[config.mk]
export PLATFORM = sky130hd
export DESIGN_NAME = pipelined_barrel_shifter_flat
export DESIGN_NICKNAME = d
export VERILOG_FILES = /design/src/rtl/pipelined_barrel_shifter_pkg.sv /design/src/rtl/pipelined_barrel_shifter_if.sv /design/src/rtl/pipelined_barrel_shifter_shifter_stage.sv /design/src/rtl/pipelined_barrel_shifter.sv /design/src/flat_wrapper.sv
export SDC_FILE = /design/constraint.sdc
export NUM_CORES = 1
export LEC_CHECK = 0
export ABC_AREA = 1
export ABC_CLOCK_PERIOD_IN_PS = 3420
export CAP_MARGIN = 5
export CORE_MARGIN = 2
export CORE_UTILIZATION = 42
export DETAILED_ROUTE_END_ITERATION = 12
export PLACE_DENSITY_LB_ADDON = 0.1
export SYNTH_ARGS = -nofsm -noshare
export SYNTH_HDL_FRONTEND = slang
export SYNTH_SLANG_ARGS = --single-unit
[constraint.sdc]
create_clock -name clock -period 3.42 [get_ports clock]
set_input_delay 0.684 -clock clock [delete_from_list [all_inputs] [get_ports clock]]
set_output_delay 0.684 -clock clock [all_outputs]
set_load 0.02 [all_outputs]
[src/rtl/pipelined_barrel_shifter_pkg.sv]
// Shared definitions for the pipelined barrel shifter: shift mode encodings
// and the shift-amount width helper.
package pipelined_barrel_shifter_pkg;

    localparam logic [1:0] SHIFT_SLL = 2'b00;
    localparam logic [1:0] SHIFT_SRL = 2'b01;
    localparam logic [1:0] SHIFT_SRA = 2'b10;
    localparam logic [1:0] SHIFT_ROR = 2'b11;

    function automatic int shamt_width(input int width);
        return $clog2(width);
    endfunction

endpackage

[src/rtl/pipelined_barrel_shifter_if.sv]
// Valid/ready operand and result bus of the pipelined barrel shifter.
// out_carry exists only when SHIFTER_CARRY_EN is defined.
interface pipelined_barrel_shifter_if
    import pipelined_barrel_shifter_pkg::*;
#(
    parameter int WIDTH = 32
);
    localparam int SHAMT_W = shamt_width(WIDTH);

    logic               in_valid;
    logic               in_ready;
    logic [WIDTH-1:0]   in_data;
    logic [SHAMT_W-1:0] in_shamt;
    logic [1:0]         in_mode;
    logic               out_valid;
    logic               out_ready;
    logic [WIDTH-1:0]   out_data;
`ifdef SHIFTER_CARRY_EN
    logic               out_carry;

    modport master (
        output in_valid, in_data, in_shamt, in_mode, out_ready,
        input  in_ready, out_valid, out_data, out_carry
    );
    modport slave (
        input  in_valid, in_data, in_shamt, in_mode, out_ready,
        output in_ready, out_valid, out_data, out_carry
    );
`else
    modport master (
        output in_valid, in_data, in_shamt, in_mode, out_ready,
        input  in_ready, out_valid, out_data
    );
    modport slave (
        input  in_valid, in_data, in_shamt, in_mode, out_ready,
        output in_ready, out_valid, out_data
    );
`endif

endinterface

[src/rtl/pipelined_barrel_shifter_shifter_stage.sv]
// One pipeline stage: COUNT shift levels (MSB-first, starting at level index
// FIRST) followed by the stage register. Carries a carry bit when SHIFTER_CARRY_EN.
module pipelined_barrel_shifter_shifter_stage
    import pipelined_barrel_shifter_pkg::*;
#(
    parameter int WIDTH   = 32,
    parameter int SHAMT_W = 5,
    parameter int FIRST   = 0,
    parameter int COUNT   = 2
) (
    input  logic               clock,
    input  logic               reset,
    input  logic               prev_valid,
    input  logic [WIDTH-1:0]   prev_data,
    input  logic [SHAMT_W-1:0] prev_shamt,
    input  logic [1:0]         prev_mode,
    input  logic               prev_sign,
    input  logic               next_adv,
    output logic               valid_r,
    output logic [WIDTH-1:0]   data_r,
    output logic [SHAMT_W-1:0] shamt_r,
    output logic [1:0]         mode_r,
    output logic               sign_r,
`ifdef SHIFTER_CARRY_EN
    input  logic               prev_carry,
    output logic               carry_r,
`endif
    output logic               adv
);

    function automatic logic [WIDTH-1:0] shift_level(
        input logic [WIDTH-1:0] d,
        input logic [1:0]       mode,
        input logic             sign,
        input int               n
    );
        logic [WIDTH-1:0] ones;
        ones = {WIDTH{1'b1}};
        case (mode)
            SHIFT_SLL: shift_level = d << n;
            SHIFT_SRL: shift_level = d >> n;
            SHIFT_SRA: shift_level = (d >> n) | (sign ? ~(ones >> n) : {WIDTH{1'b0}});
            SHIFT_ROR: shift_level = (d >> n) | (d << (WIDTH - n));
            default:   shift_level = d;
        endcase
    endfunction

    logic [WIDTH-1:0] lvl_s [COUNT+1];

    assign lvl_s[0] = prev_data;

    for (genvar j = 0; j < COUNT; j++) begin : g_level
        localparam int K = SHAMT_W - 1 - FIRST - j;
        assign lvl_s[j+1] = prev_shamt[K] ? shift_level(lvl_s[j], prev_mode, prev_sign, 1 << K)
                                          : lvl_s[j];
    end

    // A stage moves on when it is empty or its successor is moving on.
    assign adv = ~valid_r | next_adv;

    // Stage register; payload only loads on a valid transfer so held results stay put.
    always_ff @(posedge clock or posedge reset) begin
        if (reset) begin
            valid_r <= 1'b0;
            data_r  <= {WIDTH{1'b0}};
            shamt_r <= {SHAMT_W{1'b0}};
            mode_r  <= 2'b00;
            sign_r  <= 1'b0;
        end else if (adv) begin
            valid_r <= prev_valid;
            if (prev_valid) begin
                data_r  <= lvl_s[COUNT];
                shamt_r <= prev_shamt;
                mode_r  <= prev_mode;
                sign_r  <= prev_sign;
            end
        end
    end

`ifdef SHIFTER_CARRY_EN
    // Carry rides along with its result.
    always_ff @(posedge clock or posedge reset) begin
        if (reset) begin
            carry_r <= 1'b0;
        end else if (adv && prev_valid) begin
            carry_r <= prev_carry;
        end
    end
`endif

endmodule

[src/rtl/pipelined_barrel_shifter.sv]
// Pipelined SLL/SRL/SRA/ROR barrel shifter with valid/ready backpressure.
// Define SHIFTER_CARRY_EN to add the out_carry result bit.
module pipelined_barrel_shifter
    import pipelined_barrel_shifter_pkg::*;
#(
    parameter int WIDTH            = 32,
    parameter int LEVELS_PER_STAGE = 2
) (
    input logic                       clock,
    input logic                       reset,
    pipelined_barrel_shifter_if.slave bus
);

    localparam int SHAMT_W = shamt_width(WIDTH);
    localparam int NSTAGES = (SHAMT_W + LEVELS_PER_STAGE - 1) / LEVELS_PER_STAGE;

    // Index 0 is the input side, index s+1 is the register of stage s.
    logic               valid_s [NSTAGES+1];
    logic               adv_s   [NSTAGES+1];
    logic [WIDTH-1:0]   data_s  [NSTAGES+1];
    logic [SHAMT_W-1:0] shamt_s [NSTAGES+1];
    logic [1:0]         mode_s  [NSTAGES+1];
    logic               sign_s  [NSTAGES+1];
    logic               unused_tail_s;

    assign valid_s[0]       = bus.in_valid;
    assign data_s[0]        = bus.in_data;
    assign shamt_s[0]       = bus.in_shamt;
    assign mode_s[0]        = bus.in_mode;
    assign sign_s[0]        = bus.in_data[WIDTH-1];
    assign adv_s[NSTAGES]   = bus.out_ready;
    assign bus.in_ready     = adv_s[0];
    assign bus.out_valid    = valid_s[NSTAGES];
    assign bus.out_data     = data_s[NSTAGES];
    assign unused_tail_s    = ^{shamt_s[NSTAGES], mode_s[NSTAGES], sign_s[NSTAGES]};

`ifdef SHIFTER_CARRY_EN
    logic               carry_s [NSTAGES+1];
    logic [SHAMT_W-1:0] carry_idx_s;

    // Index of the last bit shifted out; for ROR this is also the result MSB.
    always_comb begin
        carry_idx_s = {SHAMT_W{1'b0}};
        if (bus.in_mode == SHIFT_SLL) begin
            carry_idx_s = {SHAMT_W{1'b0}} - bus.in_shamt;
        end else begin
            carry_idx_s = bus.in_shamt - SHAMT_W'(1'b1);
        end
    end

    assign carry_s[0]    = (bus.in_shamt == {SHAMT_W{1'b0}}) ? 1'b0 : bus.in_data[carry_idx_s];
    assign bus.out_carry = carry_s[NSTAGES];
`endif

    for (genvar s = 0; s < NSTAGES; s++) begin : g_stage
        localparam int FIRST = s * LEVELS_PER_STAGE;
        localparam int COUNT = (SHAMT_W - FIRST < LEVELS_PER_STAGE) ? (SHAMT_W - FIRST)
                                                                    : LEVELS_PER_STAGE;
        pipelined_barrel_shifter_shifter_stage #(
            .WIDTH   (WIDTH),
            .SHAMT_W (SHAMT_W),
            .FIRST   (FIRST),
            .COUNT   (COUNT)
        ) u_shifter_stage (
            .clock      (clock),
            .reset      (reset),
            .prev_valid (valid_s[s]),
            .prev_data  (data_s[s]),
            .prev_shamt (shamt_s[s]),
            .prev_mode  (mode_s[s]),
            .prev_sign  (sign_s[s]),
            .next_adv   (adv_s[s+1]),
            .valid_r    (valid_s[s+1]),
            .data_r     (data_s[s+1]),
            .shamt_r    (shamt_s[s+1]),
            .mode_r     (mode_s[s+1]),
            .sign_r     (sign_s[s+1]),
`ifdef SHIFTER_CARRY_EN
            .prev_carry (carry_s[s]),
            .carry_r    (carry_s[s+1]),
`endif
            .adv        (adv_s[s])
        );
    end

endmodule

[src/flat_wrapper.sv]
// flat-port wrapper written by rule: the top's interface ports become plain ports
module pipelined_barrel_shifter_flat import pipelined_barrel_shifter_pkg::*;
#(
    parameter int WIDTH            = 32,
    parameter int LEVELS_PER_STAGE = 2
)
  (clock, reset, bus_in_valid, bus_in_data, bus_in_shamt, bus_in_mode, bus_out_ready, bus_in_ready, bus_out_valid, bus_out_data);
  pipelined_barrel_shifter_if #(.WIDTH(WIDTH)) bus_i ();
  input logic clock;
  input logic reset;
  input wire logic [$bits(bus_i.in_valid)-1:0] bus_in_valid;
  input wire logic [$bits(bus_i.in_data)-1:0] bus_in_data;
  input wire logic [$bits(bus_i.in_shamt)-1:0] bus_in_shamt;
  input wire logic [$bits(bus_i.in_mode)-1:0] bus_in_mode;
  input wire logic [$bits(bus_i.out_ready)-1:0] bus_out_ready;
  output wire logic [$bits(bus_i.in_ready)-1:0] bus_in_ready;
  output wire logic [$bits(bus_i.out_valid)-1:0] bus_out_valid;
  output wire logic [$bits(bus_i.out_data)-1:0] bus_out_data;
  assign bus_i.in_valid = bus_in_valid;
  assign bus_i.in_data = bus_in_data;
  assign bus_i.in_shamt = bus_in_shamt;
  assign bus_i.in_mode = bus_in_mode;
  assign bus_i.out_ready = bus_out_ready;
  assign bus_in_ready = bus_i.in_ready;
  assign bus_out_valid = bus_i.out_valid;
  assign bus_out_data = bus_i.out_data;
  pipelined_barrel_shifter #(.WIDTH(WIDTH), .LEVELS_PER_STAGE(LEVELS_PER_STAGE)) u_core (.clock(clock), .reset(reset), .bus(bus_i));
endmodule
* Word-level counts from Yosys, hierarchy flattened
Index checks and enable logic that the tools add are counted.
** Cells by class
- Equal/unequal tests :: 9
- Muxes and demuxes :: 15
- Bitwise logic cells :: 16
- Reduce and logical (&&, ||, !) cells :: 6
** Operators by type and width (count)
- $pmux 32 s4 :: 5
- $mux 32 :: 10
- $or 16x32->32 :: 2
- $or 24x32->32 :: 2
- $or 28x32->32 :: 2
- $or 30x32->32 :: 2
- $or 31x32->32 :: 2
- $eq 2x2->1 const B :: 6
- $eq 2x1->1 const B :: 3
- $logic_not 2->1 :: 3
- $reduce_and 2->1 :: 3
- $not 1->1 :: 3
- $or 1x1->1 :: 3
** Storage, ports and cells
- Register bits :: 109
- Output and inout port bits :: 34
- Logic and storage cells :: 58

* Longest topological paths before layout
Gate-level depths: netlist (run 1).
- Depth in word-level cells :: 7
- Depth in mapped cells :: 11
- Depth with buffers taken out :: 9

* Cells and area by module
A second synthesis (run 1) with hierarchy kept.
** Unflattened totals
- Cell total of the unflattened synthesis :: 1218
- Area, all modules :: 8276.7 µm²
** Modules (own cells, without submodules)
- pipelined_barrel_shifter_shifter_stage at u_core.g_stage[1].u_shifter_stage :: instances 1, cells an instance 465, area an instance 3094.2 µm², seq. area each 1026.0 µm²
- pipelined_barrel_shifter_shifter_stage at u_core.g_stage[0].u_shifter_stage :: instances 1, cells an instance 403, area an instance 2656.3 µm², seq. area each 1026.0 µm²
- pipelined_barrel_shifter_shifter_stage at u_core.g_stage[2].u_shifter_stage :: instances 1, cells an instance 350, area an instance 2526.2 µm², seq. area each 1026.0 µm²

* Least setup slack after synthesis (run 1)
Ideal clock, no wire load.
- Path type :: input-to-reg
- Start :: input port bus_out_ready
- End :: register u_core.g_stage[0].u_shifter_stage.shamt_r[1]
- Setup time :: 0.134 ns
- Arrival :: 1.638 ns
- Data required time :: 3.286 ns
- Setup slack :: 1.648 ns
- Stages on the path :: 7
- Cells stage by stage :: inv_1 nand4_1 nand2_2 inv_2 clkbuf_1 nand2_1 o21ai_0
** Between the ends
- Longest elaborated chain between the ends :: 4
** RTL lines
- from (decl) :: line flat_wrapper.sv:15 : input wire logic [$bits(bus_i.out_ready)-1:0] bus_out_ready;
- $or 1x1->1 (3 in a row) :: line pipelined_barrel_shifter_shifter_stage.sv:59 : assign adv = ~valid_r | next_adv;
- net bus_in_ready :: line flat_wrapper.sv:16 : output wire logic [$bits(bus_i.in_ready)-1:0] bus_in_ready;
- $reduce_and 2->1 (no line)
- to (signal assigned) :: line pipelined_barrel_shifter_shifter_stage.sv:66 : shamt_r <= {SHAMT_W{1'b0}};
- to (signal assigned) :: line pipelined_barrel_shifter_shifter_stage.sv:73 : shamt_r <= prev_shamt;
- to (decl) :: line pipelined_barrel_shifter_shifter_stage.sv:21 : output logic [SHAMT_W-1:0] shamt_r,
The timed path passes the listed nets, and every way through them passes these cells.
A chain may end at the register's enable or synchronous reset.

* Final worst setup path (run 1)
- Start :: input port bus_out_ready
- End :: output port bus_in_ready
** Between the ends
- Longest elaborated chain between the ends :: 3
** RTL lines (line)
- $or 1x1->1 (3 in a row) :: pipelined_barrel_shifter_shifter_stage.sv:59
- to (decl) :: flat_wrapper.sv:16
No other way between the ends.

==> summary.md, run 1 <==
| Metric | Value |
|---|---|
| Status | `finished, final reports clean` |
| EDFF count, synth | `0` |
| Vias | `7213` |
| Area grow syn2layout | `10.6%` |
| Clk_skew | `0.0102 ns` |
| Layout cell share with drive strength beyond 1 | `0.0959` |
| DRT Pass-1 Iters | `5` |
| Synth warnings | `0` |
| Die Y | `138 µm` |
| Routability Congestion | `0.855` |
| Design Area, Final | `8400 µm²` |
| Number of clock sinks | `109` |
| Worst R2R End | `u_core.g_stage[1].u_shifter_stage.data_r[11]` |
| CTS max path bufs | `2` |
| Final core occ | `0.471` |
| Num rows | `49` |
| Post-Syn Area per Cell | `6.81 µm²` |
| Data required time of the worst path | `2.74 ns` |
| CTS clk-pin slew, worst paths | `0.07 ns` |
| Die W | `138 µm` |
| Final Hold Fails | `0` |
| Reg2reg start | `u_core.g_stage[0].u_shifter_stage.mode_r[1]` |
| Number of antenna violations at the first check in global routing | `0` |
| GRT Residual Overflow | `0` |
| Top achievable clock speed | `0.376 GHz` |
| Final layout net count | `1155` |
| Later-pin clock latency in the skew report | `0.35 ns` |
| CP arrival | `1.98 ns` |
| Global-route wire length before repair | `34400 µm` |
| Async S/R FF share, synth | `1.00` |
| CTS H-Tree Depth | `3` |
| Cells after Synth | `1114` |
| Minimum clock period | `2.66 ns` |
| Worst hold endpoint | `u_core.g_stage[2].u_shifter_stage.data_r[31]` |
| Finished Layout Cells | `1345` |
| RSZ-0062 raised after global routing | `no` |
| Fin. max-slew vios | `0` |
| Maximum vdd ir drop | `0.362 mV` |
| IO Pins | `77` |
| Layout fillers | `1904` |
| Clock Tree Root | `clkbuf_16` |
| #FFs+latches synth | `109` |
| R2R setup slack | `1.37 ns` |
| WS Path Type | `in2out` |
| Fin crit share | `0.778` |
| Max transition margin | `0.347` |
| Max_cap viols | `0` |
| Pwr/cell area | `703 nW/µm²` |
| Vias per cell | `5.36` |
| Min-Delay Path Class | `reg2reg` |
| Hpwl dp | `14800 µm` |
| Crit Path Max Fanout | `3` |
| Leakage | `3.86 nW` |
| IO Port Bufs | `76` |
| Number of global-route vias before repair | `6451` |
| DP Area | `8120 µm²` |
| Buffer count from post-CTS setup fixing | `0` |
| Hold path start | `u_core.g_stage[2].u_shifter_stage.data_r[31]` |
| Worst hold path cell count | `2` |
| CORE AREA | `17800 µm²` |
| Startpoint types | `input pin` |
| Seq/Total Area, Yosys | `0.359` |
| CTS tree | `built` |
| Post-Route WL | `20800 µm` |
| Total CTS buffers | `9` |
| Setup TNS | `0 ns` |
| Least-Margin Pin Slew | `0.979 ns` |
| Die area | `19200 µm²` |
| Post-route ant nets | `0` |
| DR WL/cell | `15.5 µm` |
| CP Capture Type | `primary output` |
| Setup Viol. Count Final | `0` |
| Post-Syn Nets | `1157` |
| # diodes | `0` |
| Synth cell types | `31` |
| DP Cell Count | `1330` |
| Pin count of the biggest net entering global routing | `110` |
| Worst R2R Path Depth | `7` |
| Total GRT Usage | `0.217` |
| Cts hold-fix bufs | `0` |
| Synth Flop Type | `dfrtp_1` |
| Initial core utilization | `0.425` |
| Residual DRC | `0` |
| Hold_ws | `0.486 ns` |
| CTS resizes | `0` |
| DR iter-0 viols | `534` |
| Mapped Area | `7590 µm²` |
## state kept, by name, summed over array words and instances, names as in the netlist
| register | count |
|---|---|
| u_core.g_stage.u_shifter_stage.shamt_r | 4 |
| u_core.g_stage.u_shifter_stage.mode_r | 4 |
| u_core.g_stage.u_shifter_stage.valid_r | 3 |
| u_core.g_stage.u_shifter_stage.sign_r | 2 |
| u_core.g_stage.u_shifter_stage.data_r | 96 |
## synth_stat cells (all sizes together) (6+ instances only)
| cell | number | share of area |
|---|---|---|
| nand2 | 306 | 0.16 |
| a21oi | 161 | 0.11 |
| nand3 | 152 | 0.11 |
| dfrtp | 109 | 0.36 |
| nor2 | 85 | 0.047 |
| o21ai | 83 | 0.056 |
| buf | 77 | 0.071 |
| inv | 68 | 0.035 |
| or2 | 29 | 0.024 |
| clkbuf | 26 | 0.013 |
| o211ai | 8 | 0.0079 |
| a22oi | 6 | 0.0059 |
## layout make-up
type                            instances  area [µm²]  area share
Tap cell                              229         287      0.0341
Clock inverter                          5        36.3     0.00432
Sequential cell                       109        2730       0.325
Timing Repair Buffer                   90         878       0.105
Multi-Input combinational cell        834        3960       0.472
Clock buffer                           10         239      0.0285
Inverter                               68         269      0.0320
## where the power goes
group	switching, mW	internal (mW)
logic	1.69	1.05
registers	0.394	1.77
clock network	0.482	0.513
total	2.57	3.34
## layer usage
layer | global-route usage | up-vias | wire length [µm]
li1 | - | 3633 | -
met1 | 0.323 | 3324 | 10100
met2 | 0.331 | 225 | 9290
met3 | 0.0222 | 31 | 973
met4 | 0.0741 | 0 | 449
met5 | 0 | - | 0
## worst max path at each step
stage | from | slack, ns | to
after floorplan | reset | 1.42 | u_core.g_stage[0].u_shifter_stage.data_r[0]
after global placement | bus_out_ready | 0.74 | bus_in_ready
after detailed placement | bus_out_ready | 0.76 | bus_in_ready
after CTS | bus_out_ready | 0.75 | bus_in_ready
after global routing | bus_out_ready | 0.69 | bus_in_ready
final | bus_out_ready | 0.76 | bus_in_ready
## cell usage in the layout (no fill, tap or decap)
cell / netlist / layout
a21oi_1: 161 / 161
a22oi_1: 6 / 6
a31oi_1: 2 / 2
buf_12: 3 / 1
buf_4: 38 / 13
clkbuf_16: 0 / 9
clkbuf_8: 0 / 1
clkdlybuf4s50_1: 0 / 76
clkinv_2: 0 / 2
clkinv_4: 0 / 2
clkinvlp_4: 0 / 1
dfrtp_1: 109 / 109
inv_1: 61 / 60
inv_2: 5 / 5
inv_6: 2 / 3
nand2_1: 293 / 293
nand2_2: 11 / 11
nand2_4: 1 / 1
nand2_8: 1 / 1
nand3_1: 132 / 132
nand3_2: 20 / 20
nand4_1: 1 / 1
nor2_1: 80 / 79
nor2_2: 2 / 3
nor2_4: 2 / 2
nor2_8: 1 / 1
o211ai_1: 8 / 8
o21ai_0: 64 / 64
o21ai_1: 17 / 17
o21ai_2: 2 / 2
o221ai_1: 1 / 1
or2_2: 29 / 29
## kinds of logic (layout without fill, tap and decap cells)
kind of cell | after synthesis | in the layout | share of synthesized area
AO/OA/AOI/OAI | 261 | 261 | 0.179
AND/OR/NAND/NOR | 573 | 573 | 0.343
buffers and inverters | 171 | 173 | 0.119
flip-flops | 109 | 109 | 0.359
## stage by stage
stage / setup WS (ns) / power [mW]
after CTS: 0.747 / 5.94
after global routing: 0.689 / 6.39
after detailed placement: 0.757 / 4.92
after global placement: 0.735 / 4.91
after floorplan: 1.42 / 4.30
final: 0.758 / 5.91
## worst max-delay path, stage by stage
cell	delay, ns
clkdlybuf4s50_1	0.47
inv_1	0.06
nand4_1	0.14
clkdlybuf4s50_1	0.63
No activity file was read; power rests on OpenSTA's default activity.
==> inputs of run 2 (changes only) <==
- ABC_CLOCK_PERIOD_IN_PS: 3420 -> 2700
- clock period: 3.42 -> 2.7 ns (I/O delays scaled with it)
==> run 2 against run 1 <==
  * Worst setup slack got worse by 0.42 ns
  * Routed wire length rose by 1.4%
  * Clock-buffer cell count rose by 1
  * Global-route usage rose by 0.67 points
  * First-iteration DRC count fell by 9.2%
  * Non-clock buffer count rose by 9
  * Design area rose by 1.2%
  * Combinational power rose by 28%
  * Critical path depth did not move
  * Register-to-register slack got worse by 0.73 ns
  * Sequential share of layout area fell by 0.38 points
  * Worst hold slack got worse by 0.0029 ns
  * Highest routed layer unchanged
==> summary.md, run 2 (same netlist as run 1, synthesis figures left out) <==
| Metric | Value |
|---|---|
| Post-Route WL | `21100 µm (+1.4%)` |
| Number of flip-flops in the largest register | `96 (unchanged)` |
| Design Area, Final | `8500 µm² (+1.2%)` |
| Later-pin clock latency in the skew report | `0.36 ns (about the same)` |
| Area grow syn2layout | `11.9%` |
| Global-route wire length before repair | `35200 µm (+2.3%)` |
| CTS max path bufs | `2 (unchanged)` |
| Layout cell share with drive strength beyond 1 | `0.101 (+0.00546)` |
| R2R setup slack | `0.64 ns (-0.73 ns)` |
| Final core occ | `0.476 (+0.00561)` |
| Fin. max-slew vios | `0 (unchanged)` |
| Die W | `138 µm (unchanged)` |
| Finished Layout Cells | `1354 (+0.67%)` |
| Max_cap viols | `0 (unchanged)` |
| Residual DRC | `0 (unchanged)` |
| Setup Viol. Count Final | `0 (unchanged)` |
| Buffer count from post-CTS setup fixing | `0 (unchanged)` |
| Hpwl dp | `15400 µm (+3.8%)` |
| Setup TNS | `0 ns (unchanged)` |
| DR WL/cell | `15.6 µm (+0.72%)` |
| Minimum clock period | `2.36 ns` |
| Vias | `7130 (-1.2%)` |
| CTS tree | `built` |
| Worst R2R Path Depth | `7 (unchanged)` |
| Hold_ws | `0.483 ns (-0.00287 ns)` |
| Die Y | `138 µm (unchanged)` |
| Vias per cell | `5.27 (-1.8%)` |
| CP Capture Type | `primary output` |
| Final layout net count | `1164 (+0.78%)` |
| Pwr/cell area | `892 nW/µm² (+27%)` |
| Most flops, register | `u_core.g_stage.u_shifter_stage.data_r` |
| Clk_skew | `0.00633 ns (-0.00387 ns)` |
| Max transition margin | `0.553 (+0.206)` |
| RSZ-0062 raised after global routing | `no` |
| Number of clock sinks | `109 (unchanged)` |
| Initial core utilization | `0.425 (unchanged)` |
| Status | `finished, final reports clean` |
| Die area | `19200 µm² (unchanged)` |
| Most frequent cells in the layout | `nand2_1 (293), a21oi_1 (161), nand3_1 (132), dfrtp_1 (109), nor2_1 (79)` |
| Number of global-route vias before repair | `6702 (+3.9%)` |
| Commonest non-fill, non-tap cell in the layout | `nand2_1` |
| CTS H-Tree Depth | `3 (unchanged)` |
| Dpl ws | `0.338 ns (-0.420 ns)` |
| Register area | `2730 µm² (unchanged)` |
| Clock Tree Root | `clkbuf_16` |
| Biggest regs | `u_core.g_stage.u_shifter_stage.data_r (96), u_core.g_stage.u_shifter_stage.mode_r (4), u_core.g_stage.u_shifter_stage.shamt_r (4)` |
| Top achievable clock speed | `0.424 GHz` |
| Worst setup margin | `0.341 ns (-0.417 ns)` |
| CTS resizes | `0 (unchanged)` |
| Worst R2R End | `u_core.g_stage[1].u_shifter_stage.data_r[8]` |
| Layout fillers | `1888 (-0.84%)` |
| DP Area | `8220 µm² (+1.1%)` |
| Routability Congestion | `0.907 (+6.1%)` |
| CP arrival | `1.82 ns (-0.16 ns)` |
| Total GRT Usage | `0.224 (+0.00668)` |
| CP most frequent cell | `clkdlybuf4s50_1` |
| Hold path start | `u_core.g_stage[2].u_shifter_stage.data_r[31]` |
| Cts hold-fix bufs | `0 (unchanged)` |
| Multi-input logic area | `3960 µm² (unchanged)` |
| DR iter-0 viols | `485 (-9.2%)` |
| DP Cell Count | `1339 (+0.68%)` |
| Largest stage delay, worst path | `0.63 ns (about the same)` |
| Worst hold endpoint | `u_core.g_stage[2].u_shifter_stage.data_r[31]` |
| CTS clk-pin slew, worst paths | `0.07 ns (about the same)` |
| Final Power | `7.58 mW (+28%)` |
| # diodes | `0 (unchanged)` |
| GRT Residual Overflow | `0 (unchanged)` |
| Crit Path Max Fanout | `3 (unchanged)` |
| Data required time of the worst path | `2.16 ns (-0.58 ns)` |
| Leakage | `3.91 nW (+1.2%)` |
| DRT Pass-1 Iters | `4 (-1)` |
| Crit-path cells | `clkdlybuf4s50_1, inv_1, nand4_1, clkdlybuf4s50_1` |
| Total CTS buffers | `9 (unchanged)` |
| Fin crit share | `0.874` |
| Maximum vdd ir drop | `0.421 mV (+16%)` |
| WS Path Type | `in2out` |
| Final Hold Fails | `0 (unchanged)` |
| IO Port Bufs | `76 (unchanged)` |
| Worst hold path cell count | `2 (unchanged)` |
| CORE AREA | `17800 µm² (unchanged)` |
| Min-Delay Path Class | `reg2reg` |
| Startpoint types | `input pin` |
| Post-route ant nets | `0 (unchanged)` |
| Pin count of the biggest net entering global routing | `110 (unchanged)` |
| Num rows | `49 (unchanged)` |
| Reg2reg start | `u_core.g_stage[0].u_shifter_stage.mode_r[0]` |
| Critical-path top delay cell | `clkdlybuf4s50_1` |
| Number of antenna violations at the first check in global routing | `0 (unchanged)` |
| Least-Margin Pin Slew | `0.670 ns (-0.309 ns)` |
| IO Pins | `77 (unchanged)` |
run 2: final cells by class:
cell class,count,area share
Timing Repair Buffer,99,0.114
Multi-Input combinational cell,834,0.466
Inverter,68,0.0317
Clock buffer,11,0.0274
Tap cell,229,0.0337
Clock inverter,4,0.00589
Sequential cell,109,0.321
run 2: worst max-delay path, delay by kind of cell:
family	cells	cell delay, ns
simple gates	1	0.13
buf+inv	3	1.15
run 2: worst max-delay path by stage:
| stage | start | endpoint | slack [ns] | depth (start not counted) |
|---|---|---|---|---|
| global route | bus_out_ready | bus_in_ready | 0.25 | 4 |
| floorplan | reset | u_core.g_stage[0].u_shifter_stage.data_r[0] | 0.84 | 1 |
| CTS | bus_out_ready | bus_in_ready | 0.33 | 4 |
| detailed placement | bus_out_ready | bus_in_ready | 0.34 | 4 |
| global placement | bus_out_ready | bus_in_ready | 0.33 | 4 |
| finish | bus_out_ready | bus_in_ready | 0.34 | 4 |
run 2: metal layers:
| metal | track usage | vias to the layer above | part of all wire |
|---|---|---|---|
| li1 | - | 3656 | - |
| met1 | 0.320 | 3279 | 0.48 |
| met2 | 0.358 | 177 | 0.46 |
| met3 | 0.0329 | 18 | 0.041 |
| met4 | 0.0575 | 0 | 0.015 |
| met5 | 0 | - | 0 |
run 2: power by group:
group          switching [mW]  internal, mW  total [mW]
combinational            2.15          1.37        3.52
sequential              0.503          2.25        2.75
clock                   0.598         0.714        1.31
total                    3.25          4.33        7.58
